[config.mk]
export PLATFORM = sky130hd
export DESIGN_NAME = imem_program_loader
export DESIGN_NICKNAME = d
export VERILOG_FILES = /design/src/rtl/cpu_pkg.sv /design/src/rtl/instr_encoder.sv /design/src/rtl/imem_program_loader.sv
export SDC_FILE = /design/constraint.sdc
export NUM_CORES = 1
export LEC_CHECK = 0
export ABC_AREA = 1
export CORE_MARGIN = 2
export CORE_UTILIZATION = 48
export CTS_CLUSTER_SIZE = 16
export DETAILED_ROUTE_END_ITERATION = 16
export PLACE_DENSITY = 0.88
export SLEW_MARGIN = 25
export SYNTH_ARGS = -nofsm -noshare
export SYNTH_HDL_FRONTEND = slang
export SYNTH_SLANG_ARGS = --single-unit
[constraint.sdc]
create_clock -name clk -period 4 [get_ports clk]
set_input_delay 0.6 -clock clk [delete_from_list [all_inputs] [get_ports clk]]
set_output_delay 0.6 -clock clk [all_outputs]
set_load 0.02 [all_outputs]
[src/rtl/cpu_pkg.sv]
// Shared instruction-set constants for the control-unit decoder and the imem loader/encoder.
package cpu_pkg;

    localparam int unsigned COND_W  = 4;
    localparam int unsigned OP_W    = 2;
    localparam int unsigned FUNCT_W = 6;
    localparam int unsigned REG_W   = 4;
    localparam int unsigned SRC2_W  = 12;
    localparam int unsigned IMM24_W = 24;
    localparam int unsigned INSTR_W = 32;

    localparam logic [OP_W-1:0] OP_CODE_DP  = 2'b00;
    localparam logic [OP_W-1:0] OP_CODE_MEM = 2'b01;
    localparam logic [OP_W-1:0] OP_CODE_B   = 2'b10;

    localparam logic [3:0] FUNCT_4_1_AND = 4'b0000;
    localparam logic [3:0] FUNCT_4_1_SUB = 4'b0010;
    localparam logic [3:0] FUNCT_4_1_ADD = 4'b0100;
    localparam logic [3:0] FUNCT_4_1_ORR = 4'b1100;

    localparam logic FUNCT_0_LDR = 1'b1;
    localparam logic FUNCT_0_STR = 1'b0;

    localparam logic [COND_W-1:0] COND_EQ = 4'b0000;
    localparam logic [COND_W-1:0] COND_NE = 4'b0001;
    localparam logic [COND_W-1:0] COND_AL = 4'b1110;
    localparam logic [COND_W-1:0] COND_NV = 4'b1111;

    typedef enum logic [1:0] {
        ST_IDLE  = 2'd0,
        ST_LOAD  = 2'd1,
        ST_FLUSH = 2'd2,
        ST_DONE  = 2'd3
    } loader_state_e;

    typedef struct packed {
        logic [COND_W-1:0]  cond;
        logic [OP_W-1:0]    op;
        logic [FUNCT_W-1:0] funct;
        logic [REG_W-1:0]   rn;
        logic [REG_W-1:0]   rd;
        logic [SRC2_W-1:0]  src2;
        logic [IMM24_W-1:0] imm24;
    } instr_fields_t;

    // Data-processing ops the datapath ALU actually implements.
    function automatic logic dp_funct_legal(input logic [3:0] funct_4_1);
        return (funct_4_1 == FUNCT_4_1_AND) || (funct_4_1 == FUNCT_4_1_SUB) ||
               (funct_4_1 == FUNCT_4_1_ADD) || (funct_4_1 == FUNCT_4_1_ORR);
    endfunction

endpackage

[src/rtl/instr_encoder.sv]
// Combinational packer: decoded fields -> 32-bit ARM-subset word plus an illegal flag.
module instr_encoder
    import cpu_pkg::*;
(
    input  instr_fields_t        fields,
    output logic [INSTR_W-1:0]   word_c,
    output logic                 illegal_c
);

    always_comb begin
        word_c    = '0;
        illegal_c = 1'b0;
        case (fields.op)
            OP_CODE_DP, OP_CODE_MEM: begin
                word_c = {fields.cond, fields.op, fields.funct,
                          fields.rn, fields.rd, fields.src2};
            end
            OP_CODE_B: begin
                word_c = {fields.cond, fields.op, fields.funct[5:4], fields.imm24};
            end
            default: begin
                illegal_c = 1'b1;
            end
        endcase
        if (fields.cond == COND_NV) begin
            illegal_c = 1'b1;
        end
        if ((fields.op == OP_CODE_DP) && !dp_funct_legal(fields.funct[4:1])) begin
            illegal_c = 1'b1;
        end
    end

endmodule

[src/rtl/imem_program_loader.sv]
// Streams decoded instructions into instruction memory and holds the CPU until loading completes.
module imem_program_loader
    import cpu_pkg::*;
#(
    parameter int unsigned ADDR_W    = 6,
    parameter int unsigned BASE_ADDR = 0
) (
    input  logic                clk,
    input  logic                rst_n,
    input  logic                start,
    input  logic                in_valid,
    output logic                in_ready,
    input  logic [3:0]          in_cond,
    input  logic [1:0]          in_op,
    input  logic [5:0]          in_funct,
    input  logic [3:0]          in_rn,
    input  logic [3:0]          in_rd,
    input  logic [11:0]         in_src2,
    input  logic [23:0]         in_imm24,
    input  logic                in_last,
    output logic                imem_we,
    output logic [ADDR_W-1:0]   imem_addr,
    output logic [31:0]         imem_wdata,
    output logic                cpu_run,
    output logic                busy,
    output logic                err_illegal,
    output logic                err_overflow,
    output logic [ADDR_W:0]     word_count
);

    localparam int unsigned DEPTH = 2 ** ADDR_W;
    localparam int unsigned CNT_W = ADDR_W + 1;

    loader_state_e       state_q, state_d;
    logic [ADDR_W-1:0]   ptr_q, ptr_d;
    logic [ADDR_W-1:0]   addr_q, addr_d;
    logic [INSTR_W-1:0]  wdata_q, wdata_d;
    logic [CNT_W-1:0]    wc_q, wc_d;
    logic                we_q, we_d;
    logic                ill_q, ill_d;
    logic                ovf_q, ovf_d;
    logic                ready_q, ready_d;
    logic                run_q, run_d;
    logic                busy_q, busy_d;

    instr_fields_t       fields;
    logic [INSTR_W-1:0]  enc_word;
    logic                enc_illegal;
    logic                accept;

    assign fields = '{cond: in_cond, op: in_op, funct: in_funct, rn: in_rn,
                      rd: in_rd, src2: in_src2, imm24: in_imm24};

    instr_encoder u_encoder (
        .fields    (fields),
        .word_c    (enc_word),
        .illegal_c (enc_illegal)
    );

    assign accept = in_valid && ready_q && (state_q == ST_LOAD);

    // Next-state, pointer and registered-output logic.
    always_comb begin
        state_d = state_q;
        ptr_d   = ptr_q;
        addr_d  = addr_q;
        wdata_d = wdata_q;
        we_d    = 1'b0;
        wc_d    = wc_q + CNT_W'(we_q);
        ill_d   = ill_q;
        ovf_d   = ovf_q;

        case (state_q)
            ST_IDLE, ST_DONE: begin
                if (start) begin
                    state_d = ST_LOAD;
                    ptr_d   = ADDR_W'(BASE_ADDR);
                    wc_d    = '0;
                    ill_d   = 1'b0;
                    ovf_d   = 1'b0;
                end
            end
            ST_LOAD: begin
                if (accept) begin
                    if (enc_illegal) begin
                        ill_d = 1'b1;
                    end else begin
                        we_d    = 1'b1;
                        addr_d  = ptr_q;
                        wdata_d = enc_word;
                        ptr_d   = ptr_q + ADDR_W'(1);
                    end
                    if (in_last) begin
                        state_d = ST_FLUSH;
                    end
                end else if (wc_d == CNT_W'(DEPTH)) begin
                    state_d = ST_FLUSH;
                    ovf_d   = 1'b1;
                end
            end
            ST_FLUSH: begin
                state_d = ST_DONE;
            end
            default: begin
                state_d = ST_IDLE;
            end
        endcase

        // The pending write is counted so the last free slot is never handed out twice.
        ready_d = (state_d == ST_LOAD) && ((wc_d + CNT_W'(we_d)) < CNT_W'(DEPTH));
        run_d   = (state_d == ST_DONE);
        busy_d  = (state_d == ST_LOAD) || (state_d == ST_FLUSH);
    end

    always_ff @(posedge clk or negedge rst_n) begin
        if (!rst_n) begin
            state_q <= ST_IDLE;
            ptr_q   <= '0;
            addr_q  <= '0;
            wdata_q <= '0;
            we_q    <= 1'b0;
            wc_q    <= '0;
            ill_q   <= 1'b0;
            ovf_q   <= 1'b0;
            ready_q <= 1'b0;
            run_q   <= 1'b0;
            busy_q  <= 1'b0;
        end else begin
            state_q <= state_d;
            ptr_q   <= ptr_d;
            addr_q  <= addr_d;
            wdata_q <= wdata_d;
            we_q    <= we_d;
            wc_q    <= wc_d;
            ill_q   <= ill_d;
            ovf_q   <= ovf_d;
            ready_q <= ready_d;
            run_q   <= run_d;
            busy_q  <= busy_d;
        end
    end

    assign in_ready     = ready_q;
    assign imem_we      = we_q;
    assign imem_addr    = addr_q;
    assign imem_wdata   = wdata_q;
    assign cpu_run      = run_q;
    assign busy         = busy_q;
    assign err_illegal  = ill_q;
    assign err_overflow = ovf_q;
    assign word_count   = wc_q;

endmodule

==> flow_summary.json <==
{
  "fp.coreArea_um2": 5990,
  "p_seq_frac": 0.340,
  "grt_pass1_vias": 2728,
  "ys.flop_type": "dfrtp_1",
  "met3_usage": 0.0487,
  "wl_mm": 8.34,
  "fill_cells": 435,
  "die_h_um": 83.3,
  "yosysWarnings": 0,
  "ys_seq_area_frac": 0.489,
  "synth_edf_count": 0,
  "cp_max_fo": 45,
  "whs_ns": 0.242,
  "cts-root-buf": "clkbuf_8",
  "hold_violations": 0,
  "yosys.cell_types.count": 28,
  "final.period_utilization": 0.602,
  "syn_to_final_growth_pct": 42.4,
  "grt.total_usage": 0.240,
  "worstSetupStartpointType": "primary input",
  "fin_setup_tns_ns": 0,
  "clkLatencyLatePin_ns": 0.34,
  "p_leak_nw": 2.08,
  "cts_tree": "done",
  "drcViolationCount": 0,
  "synth_common_cells": "108 x nand2_1, 92 x nand3_1, 59 x dfrtp_1, 26 x inv_1, 25 x nor2_1",
  "skew_ns": 0.00534,
  "r2r_cells": 9,
  "drt_iter0_drc": 196,
  "ys_ff_latch": 59,
  "antenna_found_initial": 0,
  "ios": 112,
  "max_slew_margin": 0.591,
  "cts_hold_buf": 0,
  "netlist.area_leader.share": 0.489,
  "cts_htree_levels": 3,
  "syn_avg_cell_area_um2": 8.17,
  "ir_worst_vdd_v": 0.000359,
  "cts_made_buffers": 9,
  "async_flop_share": 1.00,
  "synth_most_common_cell": "nand2_1",
  "cts_max_path_buffers": 2,
  "diodes": 0,
  "rsz0062_at_grt": "false",
  "fmax_mhz": 415,
  "yosys.area.top_type": "dfrtp_1",
  "clk_pin_slew_ns": 0.06,
  "clkSinkCount": 59,
  "post_drt_wl_per_cell_um": 14.9,
  "grt_first_pass_wirelength_mm": 13.4,
  "std_cell_rows": 28,
  "dp.final_hpwl_mm": 5.94,
  "drv_cap": 0,
  "worstHoldPathType": "in -> async",
  "vias": 2942,
  "initial_core_util": 0.504,
  "post_cts_buffers": 0,
  "dr.pass1.iters": 5,
  "postSynthCellCount": 370,
  "status": "complete, no violations",
  "nets": 550,
  "post_route_cells_drive_above_1_share": 0.0599,
  "dieWidth_um": 83.3,
  "timing.final.ws_setup_ns": 1.59,
  "post-route-min-period_ns": 2.41,
  "die-area_um2": 6950,
  "finish.utilization": 0.718,
  "port_buffers": 111,
  "ys_top_cells_by_area": "dfrtp_1 49%, nand3_1 15%, nand2_1 13%, ha_1 3.7%, inv_1 3.2%",
  "grt_overflow": 0,
  "p_int_mw": 1.70,
  "power_switching_mw": 1.09,
  "switching_share": 0.391,
  "grtUsageMet1": 0.320,
  "stdcell_count": 559,
  "dp_slack_ns": 1.26,
  "grt.busiest_layer": "met2",
  "synth_nets": 440,
  "cp.required_ns": 4.27,
  "worst_slew_pin_slew_ns": 0.612,
  "dp_cells": 544,
  "drv_slew": 0,
  "use_met2": 0.389,
  "comb_power_share": 0.466,
  "grt_max_degree": 46,
  "synthesis.area_um2": 3020,
  "crit_type": "in -> reg",
  "setup_viol": 0,
  "post_cts_resized": 0,
  "via_per_inst": 5.26,
  "end_kind": "flop",
  "ant_nets": 0,
  "cp.arrival_ns": 2.68,
  "cellPowerDensity_nw_per_um2": 649,
  "gp_congestion": 0.876,
  "power_frac_clock": 0.194
}
-- state kept, by name (all words and copies together), names as in the netlist --
| register | flops |
|---|---|
| err_overflow | 1 |
| cpu_run | 1 |
| imem_addr | 6 |
| err_illegal | 1 |
| in_ready | 1 |
| state_q | 2 |
| imem_we | 1 |
| ptr_q | 6 |
| imem_wdata | 32 |
| busy | 1 |
| word_count | 7 |
-- metal layers --
metal | wire (um) | share of wire
met5 | 0 | 0
met4 | 102 | 0.012
met3 | 654 | 0.078
met2 | 3880 | 0.47
met1 | 3700 | 0.44
-- power groups by stage --
stage / clock [mW] / combinational, mW / sequential [mW]
floorplan: 0 / 0.509 / 1.17
global placement: 0 / 1.27 / 0.949
detailed placement: 0 / 1.30 / 0.954
CTS: 0.547 / 1.31 / 0.946
global route: 0.575 / 1.41 / 0.973
finish: 0.541 / 1.30 / 0.950
-- final cells by class --
| type | count | area, um^2 | area share |
|---|---|---|---|
| Timing Repair Buffer | 114 | 1130 | 0.262 |
| Tap cell | 75 | 93.8 | 0.0218 |
| Multi-Input combinational cell | 266 | 1300 | 0.301 |
| Clock inverter | 2 | 35.0 | 0.00814 |
| Inverter | 30 | 113 | 0.0262 |
| Sequential cell | 59 | 1480 | 0.343 |
| Clock buffer | 13 | 159 | 0.0369 |
-- worst paths after layout --
check / startpoint / to / slack [ns]
worst max-delay path: in_op[0] / in_ready$_DFF_PN0_ / 1.59
worst max register to register: state_q[1]$_DFF_PN0_ / in_ready$_DFF_PN0_ / 1.75
worst min-delay path: rst_n / cpu_run$_DFF_PN0_ / 0.24
max in group asynchronous: rst_n / err_illegal$_DFFE_PN0P_ / 2.91
min in group clk: imem_addr[5]$_DFFE_PN0P_ / imem_addr[5]$_DFFE_PN0P_ / 0.47
worst min register to register: imem_addr[5]$_DFFE_PN0P_ / imem_addr[5]$_DFFE_PN0P_ / 0.47
-- cell usage in the layout (no fill, tap or decap), types with 3 or more instances in the layout --
| cell type | Yosys | routed |
|---|---|---|
| a21oi_1 | 6 | 6 |
| buf_4 | 1 | 3 |
| clkbuf_8 | 0 | 11 |
| clkdlybuf4s50_1 | 0 | 110 |
| dfrtp_1 | 59 | 59 |
| ha_1 | 9 | 9 |
| inv_1 | 26 | 26 |
| inv_2 | 4 | 4 |
| nand2_1 | 108 | 108 |
| nand3_1 | 92 | 92 |
| nand4_1 | 3 | 3 |
| nor2_1 | 25 | 25 |
| o31ai_1 | 3 | 3 |
| xor2_1 | 3 | 3 |
-- worst max-delay path, cell delays in order --
cell and delay [ns]:
clkdlybuf4s50_1 0.50, nand2_4 0.14, inv_2 0.05, nor2_4 0.10, nand2_2 0.10, nor2_4 0.37
buf_4 0.47, nand3_2 0.13, nand2_1 0.07, nand2_1 0.05, nor2_1 0.08
-- metrics by stage --
stage,area [um^2],power (mW)
after floorplan,3020,1.68
after global placement,4110,2.22
after detailed placement,4110,2.25
after CTS,4300,2.80
after global routing,4300,2.96
final,4300,2.79
-- cell families (layout without fill, tap and decap cells) --
family,count (synthesis),in the layout,synth area share
buf+inv,45,159,0.0824
compound gates,15,15,0.0298
flops,59,59,0.489
simple gates,238,238,0.350
xor+xnor,4,4,0.0116
fa+ha+maj,9,9,0.0373
Note: power is estimated with default switching activity, not from simulation.
